<file path="config.mk">
export PLATFORM = sky130hd
export DESIGN_NAME = gray2bin_arb_flat
export DESIGN_NICKNAME = d
export VERILOG_FILES = /design/src/rtl/gray2bin_arb_if.sv /design/src/rtl/gray2bin_arb.sv /design/src/flat_wrapper.sv
export SDC_FILE = /design/constraint.sdc
export NUM_CORES = 1
export LEC_CHECK = 0
export BUFFER_PORTS_ARGS = -buffer_cell sky130_fd_sc_hd__buf_2
export CORE_ASPECT_RATIO = 1.4
export CORE_MARGIN = 10
export CORE_UTILIZATION = 41
export DETAILED_ROUTE_END_ITERATION = 8
export GPL_TIMING_DRIVEN = 1
export HOLD_SLACK_MARGIN = 0.12
export PLACE_DENSITY_LB_ADDON = 0.15
export SYNTH_ARGS = -nofsm -noshare
export SYNTH_HDL_FRONTEND = slang
export SYNTH_SLANG_ARGS = --single-unit
</file>
<file path="constraint.sdc">
create_clock -name clk_i -period 2.1 [get_ports clk_i]
set_input_delay 0.315 -clock clk_i [delete_from_list [all_inputs] [get_ports clk_i]]
set_output_delay 0.315 -clock clk_i [all_outputs]
set_load 0.005 [all_outputs]
</file>
<file path="src/rtl/gray2bin_arb_if.sv">
// Request/result bundle for the shared Gray-to-binary decoder.
// The slave modport is the arbiter's view; the master drives the requests and consumes the results.
interface gray2bin_arb_if #(
  parameter int REQ_NUM    = 4,
  parameter int DATA_WIDTH = 8
);
  localparam int ID_WIDTH = $clog2(REQ_NUM);

  logic [REQ_NUM-1:0]            req_valid_i;
  logic [REQ_NUM-1:0]            req_ready_o;
  logic [REQ_NUM*DATA_WIDTH-1:0] req_gray_i;
  logic                          res_valid_o;
  logic                          res_ready_i;
  logic [DATA_WIDTH-1:0]         res_bin_o;
  logic [ID_WIDTH-1:0]           res_id_o;

  modport slave (
    input  req_valid_i, req_gray_i, res_ready_i,
    output req_ready_o, res_valid_o, res_bin_o, res_id_o
  );

  modport master (
    output req_valid_i, req_gray_i, res_ready_i,
    input  req_ready_o, res_valid_o, res_bin_o, res_id_o
  );
endinterface

</file>
<file path="src/rtl/gray2bin_arb.sv">
// Round-robin arbiter in front of a single Gray-to-binary decoder.
// The decoded value lands in a one-entry output register tagged with the winning requester.
module gray2bin_arb #(
  parameter int REQ_NUM    = 4,
  parameter int DATA_WIDTH = 8
) (
  input  logic           clk_i,
  input  logic           rst_i,
  gray2bin_arb_if.slave  bus
);
  localparam int ID_WIDTH = $clog2(REQ_NUM);

  logic                  r_valid;
  logic [DATA_WIDTH-1:0] r_bin;
  logic [ID_WIDTH-1:0]   r_id;
  logic [ID_WIDTH-1:0]   r_rr;

  logic                  w_found;
  logic [ID_WIDTH-1:0]   w_win;
  logic                  w_accept;
  logic                  w_grant;
  logic [REQ_NUM-1:0]    w_ready;
  logic [DATA_WIDTH-1:0] w_gray;
  logic [ID_WIDTH-1:0]   w_rr_next;

  // bin[k] is the XOR of all Gray bits at or above k
  function automatic logic [DATA_WIDTH-1:0] gray_decode(input logic [DATA_WIDTH-1:0] g);
    logic [DATA_WIDTH-1:0] b;
    b = '0;
    for (int k = 0; k < DATA_WIDTH; k++) begin
      b[k] = ^(g >> k);
    end
    return b;
  endfunction

  // Round-robin search starting at r_rr; ready is offered only when the output stage can take it
  always_comb begin
    w_found = 1'b0;
    w_win   = '0;
    for (int i = 0; i < REQ_NUM; i++) begin
      if (!w_found && bus.req_valid_i[(int'(r_rr) + i) % REQ_NUM]) begin
        w_found = 1'b1;
        w_win   = ID_WIDTH'((int'(r_rr) + i) % REQ_NUM);
      end else begin
        w_found = w_found;
      end
    end
    w_accept  = !r_valid || bus.res_ready_i;
    w_grant   = w_found && w_accept;
    w_gray    = bus.req_gray_i[int'(w_win)*DATA_WIDTH +: DATA_WIDTH];
    w_rr_next = (int'(w_win) == REQ_NUM - 1) ? '0 : w_win + ID_WIDTH'(1);
    if (w_grant) begin
      w_ready = {{(REQ_NUM-1){1'b0}}, 1'b1} << w_win;
    end else begin
      w_ready = '0;
    end
  end

  // Result register and priority pointer; a consume without a new grant only clears valid
  always_ff @(posedge clk_i or posedge rst_i) begin
    if (rst_i) begin
      r_valid <= 1'b0;
      r_bin   <= '0;
      r_id    <= '0;
      r_rr    <= '0;
    end else if (w_grant) begin
      r_valid <= 1'b1;
      r_bin   <= gray_decode(w_gray);
      r_id    <= w_win;
      r_rr    <= w_rr_next;
    end else if (bus.res_ready_i) begin
      r_valid <= 1'b0;
    end else begin
      r_valid <= r_valid;
    end
  end

  assign bus.req_ready_o = w_ready;
  assign bus.res_valid_o = r_valid;
  assign bus.res_bin_o   = r_bin;
  assign bus.res_id_o    = r_id;
endmodule

</file>
<file path="src/flat_wrapper.sv">
// flat-port wrapper written by rule: the top's interface ports become plain ports
module gray2bin_arb_flat 
#(
  parameter int REQ_NUM    = 4,
  parameter int DATA_WIDTH = 8
)
  (clk_i, rst_i, bus_req_valid_i, bus_req_gray_i, bus_res_ready_i, bus_req_ready_o, bus_res_valid_o, bus_res_bin_o, bus_res_id_o);
  gray2bin_arb_if #(.REQ_NUM(REQ_NUM), .DATA_WIDTH(DATA_WIDTH)) bus_i ();
  input  logic clk_i;
  input  logic rst_i;
  input wire logic [$bits(bus_i.req_valid_i)-1:0] bus_req_valid_i;
  input wire logic [$bits(bus_i.req_gray_i)-1:0] bus_req_gray_i;
  input wire logic [$bits(bus_i.res_ready_i)-1:0] bus_res_ready_i;
  output wire logic [$bits(bus_i.req_ready_o)-1:0] bus_req_ready_o;
  output wire logic [$bits(bus_i.res_valid_o)-1:0] bus_res_valid_o;
  output wire logic [$bits(bus_i.res_bin_o)-1:0] bus_res_bin_o;
  output wire logic [$bits(bus_i.res_id_o)-1:0] bus_res_id_o;
  assign bus_i.req_valid_i = bus_req_valid_i;
  assign bus_i.req_gray_i = bus_req_gray_i;
  assign bus_i.res_ready_i = bus_res_ready_i;
  assign bus_req_ready_o = bus_i.req_ready_o;
  assign bus_res_valid_o = bus_i.res_valid_o;
  assign bus_res_bin_o = bus_i.res_bin_o;
  assign bus_res_id_o = bus_i.res_id_o;
  gray2bin_arb #(.REQ_NUM(REQ_NUM), .DATA_WIDTH(DATA_WIDTH)) u_core (.clk_i(clk_i), .rst_i(rst_i), .bus(bus_i));
endmodule
</file>
# Yosys cells after proc, flatten, opt, wreduce, memory -nomap -nowiden
# Index checks and enable logic that the tools add are counted.
dict set report totals {
  reg_bits 13
  inputBits 39
  out_inout_bits 15
}
dict set report classes {
  addsub 4
  magnitude_cmp 4
  n_eq_ne 1
  shift 2
  muxes 23
  bitwise 3
  n_reduce_logical 21
}
# op n
set op_table {}
lappend op_table {{$reduce_xor A8 Y1} 8}
lappend op_table {{$shiftx A32 B6 Y8} 1}
lappend op_table {{$mux W1} 13}
lappend op_table {{$lt A3 B4 Y1 const B} 3}
lappend op_table {{$mux W2} 5}
lappend op_table {{$bmux W1 S2} 4}
lappend op_table {{$reduce_or A2 Y1} 3}
lappend op_table {{$add A2 B1 Y2 const B} 2}
lappend op_table {{$add A2 B2 Y2 const B} 2}
lappend op_table {{$logic_and A1 B1 Y1} 4}
lappend op_table {{$logic_not A1 Y1} 4}
lappend op_table {{$mux W4} 1}
lappend op_table {{$shl A1 B2 Y4 const A} 1}
lappend op_table {{$and A1 B1 Y1 const A} 3}
lappend op_table {{$lt A2 B3 Y1 const B} 1}
lappend op_table {{$eq A2 B1 Y1 const B} 1}
lappend op_table {{$reduce_bool A2 Y1} 1}
lappend op_table {{$logic_or A1 B1 Y1} 1}

# Depth between registers and ports, before layout
dict set report logic_depth {
  ltp_word 16
  depth_mapped 11
}

# Worst setup path after synthesis
# No wires, ideal clock.
dict set report synth_path {
  path_kind {flip-flop to flip-flop}
  startpoint {register u_core.r_rr[0]}
  endpoint {register u_core.r_bin[1], in the netlist u_core.bus.res_bin_o[1]}
  setup_ns 0.130
  arrival_ns 2.132
  t_required_ns 1.970
  path_slack_ns -0.162
  stages_incl_launch_ff 12
  period_less_slack_ns 2.262
  path_cell_list {dfrtp_1 > nand2b_1 > and2b_1 > o32ai_4 > inv_4 > buf_6 > mux2i_1 > mux2_4 > xor2_4 > xor2_1 > xnor2_1 > o21ai_1}
}
dict set report synth_between {
  elab_chain_cells 14
}
# element line_no
set synth_lines {}
lappend synth_lines {{from (decl)} gray2bin_arb.sv:16} ;# logic [ID_WIDTH-1:0] r_rr;
lappend synth_lines {{from (signal assigned)} gray2bin_arb.sv:70} ;# r_rr <= w_rr_next;
lappend synth_lines {{$add A2 B1 Y2 / $bmux W1 S2 (equally long branches)} {gray2bin_arb.sv:41, gray2bin_arb.sv:43}}
lappend synth_lines {{$bmux W1 S2 / $mux W1 (equally long branches)} gray2bin_arb.sv:41} ;# if (!w_found && bus.req_valid_i[(int'(r_rr) + i) % REQ_NUM]) begin
lappend synth_lines {{$mux W1 (not written as such)} gray2bin_arb.sv:41}
lappend synth_lines {{$mux W1 (not written as such) / $logic_not A1 Y1 (equally long branches)} gray2bin_arb.sv:41}
lappend synth_lines {{$logic_and A1 B1 Y1} gray2bin_arb.sv:41}
lappend synth_lines {{$mux W1} gray2bin_arb.sv:41}
lappend synth_lines {{$logic_not A1 Y1} gray2bin_arb.sv:41}
lappend synth_lines {{$logic_and A1 B1 Y1} gray2bin_arb.sv:41}
lappend synth_lines {{$mux W1} gray2bin_arb.sv:41}
lappend synth_lines {{$logic_not A1 Y1} gray2bin_arb.sv:41}
lappend synth_lines {{$logic_and A1 B1 Y1} gray2bin_arb.sv:41}
lappend synth_lines {{$mux W2 *} gray2bin_arb.sv:41}
lappend synth_lines {{named net u_core.w_win[1]} gray2bin_arb.sv:19} ;# logic [ID_WIDTH-1:0] w_win;
lappend synth_lines {{$shiftx A32 B6 Y8 *} gray2bin_arb.sv:50} ;# w_gray = bus.req_gray_i[int'(w_win)*DATA_WIDTH +: DATA_WIDTH];
lappend synth_lines {{$reduce_xor A8 Y1 *} gray2bin_arb.sv:31} ;# b[k] = ^(g >> k);
lappend synth_lines {{to (signal assigned)} gray2bin_arb.sv:68} ;# r_bin <= gray_decode(w_gray);
lappend synth_lines {{to (decl)} gray2bin_arb.sv:14} ;# logic [DATA_WIDTH-1:0] r_bin;
# The timed path passes the listed nets; every way through them passes the cells marked *. The select of a mux whose other input is x is not followed.
# A chain may end at the register's enable or synchronous reset.

# Worst setup path after layout
dict set report layout_path {
  startpoint {register u_core.r_rr[0]}
  endpoint {register u_core.r_bin[0], in the netlist u_core.bus.res_bin_o[0]}
}
dict set report layout_between {
  elab_chain_cells 14
}
# element line_no
set layout_lines {}
lappend layout_lines {{$add A2 B1 Y2 / $bmux W1 S2 (equally long branches)} {gray2bin_arb.sv:41, gray2bin_arb.sv:43}}
lappend layout_lines {{$bmux W1 S2 / $mux W1 (equally long branches)} gray2bin_arb.sv:41}
lappend layout_lines {{$mux W1 (not written as such)} gray2bin_arb.sv:41}
lappend layout_lines {{$mux W1 (not written as such) / $logic_not A1 Y1 (equally long branches)} gray2bin_arb.sv:41}
lappend layout_lines {{$logic_and A1 B1 Y1} gray2bin_arb.sv:41}
lappend layout_lines {{$mux W1} gray2bin_arb.sv:41}
lappend layout_lines {{$logic_not A1 Y1} gray2bin_arb.sv:41}
lappend layout_lines {{$logic_and A1 B1 Y1} gray2bin_arb.sv:41}
lappend layout_lines {{$mux W1} gray2bin_arb.sv:41}
lappend layout_lines {{$logic_not A1 Y1} gray2bin_arb.sv:41}
lappend layout_lines {{$logic_and A1 B1 Y1} gray2bin_arb.sv:41}
lappend layout_lines {{$mux W2} gray2bin_arb.sv:41}
lappend layout_lines {{$shiftx A32 B6 Y8} gray2bin_arb.sv:50}
lappend layout_lines {{$reduce_xor A8 Y1} gray2bin_arb.sv:31}
# Parallel ways exist; a longest one is shown, timed or not. The select of a mux whose other input is x is not followed.

==> impl_metrics.json <==
{
  "status": "complete, but fails checks",
  "violations": "setup timing",
  "powerDensity_nw_per_um2": 1260,
  "ant_nets": 0,
  "netlist_instances": 106,
  "p_sw_mw": 0.734,
  "required_ns": 2.25,
  "clock_skew_ns": 0.000981,
  "crit_arrival_ns": 2.47,
  "max_stage_delay_ns": 0.41,
  "drc": 0,
  "setup.worst_path.start_class": "register",
  "worst_pin_slew_ns": 0.500,
  "insertion_delay_ns": 0.27,
  "post-dp-hpwl_um": 2320,
  "synth_nets": 149,
  "fmax_ghz": 0.431,
  "synth_compound_area_share_pct": 12.6,
  "async_flop_share_pct": 100,
  "synthMuxAreaShare_pct": 23.6,
  "synth_top_family_by_area": "multiplexers",
  "fp.dieH_um": 80.3,
  "syn-mean-instance-area_um2": 10.0,
  "post_cts_resized": 0,
  "min_path_cells": 2,
  "grt_pass1_vias": 1118,
  "grt_overflow": 0,
  "wl_um": 2610,
  "path_cells": "nand2b_4 -> and2b_1 -> o32ai_4 -> inv_4 -> mux2i_1 -> mux2_2 -> xor2_2 -> xnor2_2 -> buf_4 -> xnor2_1 -> o21ai_1",
  "gp_congestion": 0.769,
  "p_leak_nw": 0.818,
  "cts.root.buffer_cell": "clkbuf_4",
  "synth_fa_ha_area_share_pct": 4.70,
  "clockBufferDepth": 2,
  "grt_pass1_wl_um": 4530,
  "maxCapViolations": 0,
  "drive_gt1_share_pct": 48.0,
  "maxSlewViolCount": 0,
  "start_util_pct": 43.6,
  "setup_ws_ns": -0.218,
  "diodes": 0,
  "dp_slack_ns": -0.348,
  "cts-htree-levels": 1,
  "vias": 975,
  "synth-warning-count": 0,
  "yosys.area.top_type": "dfrtp_1",
  "syn_to_final_growth_pct": 43.7,
  "die-area_um2": 5060,
  "placement.io_buffers": 53,
  "p_seq_share_pct": 21.7,
  "nets": 221,
  "power.internal_mw": 1.20,
  "rows": 21,
  "cp_slowest_cell": "dfrtp_1",
  "dr.pass1.iters": 3,
  "critPathCaptureType": "register",
  "p_clk_share_pct": 7.8,
  "die_w_um": 63.1,
  "vias_per_cell": 4.62,
  "pwr-share-comb_pct": 70.6,
  "crit_fanout": 11,
  "cts_tree": "built",
  "ioPinCount": 54,
  "crit_type": "reg -> reg",
  "synthFlopType": "dfrtp_1",
  "wl_per_cell_um": 12.4,
  "ys_ff_latch": 13,
  "hp-class": "in -> reg",
  "path_clk_slew_ns": 0.07,
  "placed_cell_area_um2": 1480,
  "ys_seq_area_share_pct": 30.6,
  "stdcell_area_um2": 1530,
  "syn_area_um2": 1060,
  "core_area_um2": 2440,
  "rsz0062_at_grt": "true",
  "dp_cells": 204,
  "cts_sinks": 13,
  "fin_cells": 211,
  "synth-edff-count": 0,
  "reg2reg_depth": 11,
  "final_util_pct": 62.6,
  "p_sw_share_pct": 38.0,
  "maxSlewHeadroom_pct": 66.6,
  "synthSimpleGateAreaFrac_pct": 10.7,
  "synth_top_area_share_pct": 30.6,
  "synth_most_common_cell": "mux2i_1",
  "grt_max_degree": 22,
  "finalSetupViolations": 9,
  "synth_area_leaders": "dfrtp_1 31%, mux2i_1 19%, xnor2_1 5.8%",
  "synth-xor-area-share_pct": 13.0,
  "peakVddDrop_uv": 726,
  "power.total_mw": 1.93,
  "period_minus_slack_ns": 2.32,
  "ys_types": 30,
  "drtIter0Drc": 10,
  "hold_viol": 0,
  "ys_top_cells_by_count": "20 x mux2i_1, 13 x dfrtp_1, 13 x nand2_1",
  "min_period_over_period_pct": 110,
  "grtUsageTotal_pct": 10.7,
  "grt_antenna_before_repair": 0,
  "cts_buffers": 3
}
per-stage QoR:
stage          TNS [ns]  hold slack, ns
2_1_floorplan    -0.446           0.192
3_3_place_gp      -1.47           0.357
3_5_place_dp      -1.67           0.363
4_1_cts           -1.59           0.224
5_1_grt           -2.79           0.217
6_report          -1.41           0.235
power by group through the flow:
stage	Sequential, mW	Clock [mW]	Combinational [mW]
final	0.419	0.150	1.36
after floorplan	0.434	0	0.907
after global routing	0.430	0.173	1.51
after CTS	0.422	0.156	1.39
after detailed placement	0.427	0	1.33
after global placement	0.419	0	1.30
cell families (layout without fill, tap and decap cells):
group | Yosys count | count (layout)
and+or+nand+nor | 24 | 24
buffers and inverters | 10 | 81
DFF | 13 | 13
adders and majority gates | 4 | 4
xor gates and xnor gates | 12 | 12
AOI/OAI and AO/OA | 19 | 19
muxes | 24 | 24
worst paths after layout:
kind | to | slack (ns) | startpoint
setup / recovery | u_core.bus.res_bin_o[0]$_DFFE_PP0P_ | -0.22 | u_core.r_rr[0]$_DFFE_PP0P_
hold / removal | u_core.bus.res_valid_o$_DFFE_PP0P_ | 0.23 | bus_res_ready_i
setup reg to reg | u_core.bus.res_bin_o[0]$_DFFE_PP0P_ | -0.22 | u_core.r_rr[0]$_DFFE_PP0P_
hold reg to reg | u_core.bus.res_id_o[1]$_DFFE_PP0P_ | 0.48 | u_core.bus.res_id_o[1]$_DFFE_PP0P_
max in group asynchronous | u_core.bus.res_bin_o[3]$_DFFE_PP0P_ | 1.16 | rst_i
min in group asynchronous | u_core.bus.res_bin_o[0]$_DFFE_PP0P_ | 0.60 | rst_i
worst max-delay path, delay by kind of cell, from the launching register on:
kind                      cells  cell delay, ns
AOI/OAI and AO/OA             2            0.20
and+or+nand+nor               2            0.33
buffers and inverters         2            0.30
muxes                         2            0.43
DFF                           1            0.41
xor gates and xnor gates      3            0.53
placed cells by master, fill, tap and decap left out, drive strengths merged:
master | Yosys | final
a211oi | 1 | 1
a21o | 2 | 2
a21oi | 4 | 4
and2 | 4 | 4
and2b | 1 | 1
buf | 2 | 70
clkbuf | 2 | 4
dfrtp | 13 | 13
dlygate4sd3 | 0 | 1
ha | 4 | 4
inv | 6 | 6
mux2 | 3 | 3
mux2i | 21 | 21
nand2 | 13 | 13
nand2b | 2 | 2
nor2 | 2 | 2
nor2b | 1 | 1
nor4 | 1 | 1
o21ai | 11 | 11
o32ai | 1 | 1
xnor2 | 8 | 8
xor2 | 4 | 4
sequential cells by signal, summed over array words and instances (netlist names):
signal / flops
u_core.bus.res_bin_o: 8
u_core.bus.res_id_o: 2
u_core.r_rr: 2
u_core.bus.res_valid_o: 1
layout make-up:
class | count | area, µm²
timing repair buffer | 71 | 415
inverter | 6 | 25.0
tap | 34 | 42.5
multi-input combinational | 83 | 696
fill | 230 | 913
sequential | 13 | 325
clock buffer | 4 | 26.3
routing by layer:
| metal | vias to the layer above | GRT usage [%] | share of wire (%) |
|---|---|---|---|
| li1 | 500 | - | - |
| met4 | 0 | 5.38 | 1.2 |
| met3 | 2 | 1.81 | 4.8 |
| met5 | - | 0 | 0 |
| met1 | 442 | 9.98 | 37 |
| met2 | 31 | 21.5 | 57 |
timing repair:
action	CTS	global route
endpoints found under the setup margin	9	10
hold buffers	1	0
cloned	0	0
setup buffers	2	0
hold endpoints to repair	13	0
pin swaps	1	0
Power figures use the tool's default switching activity.
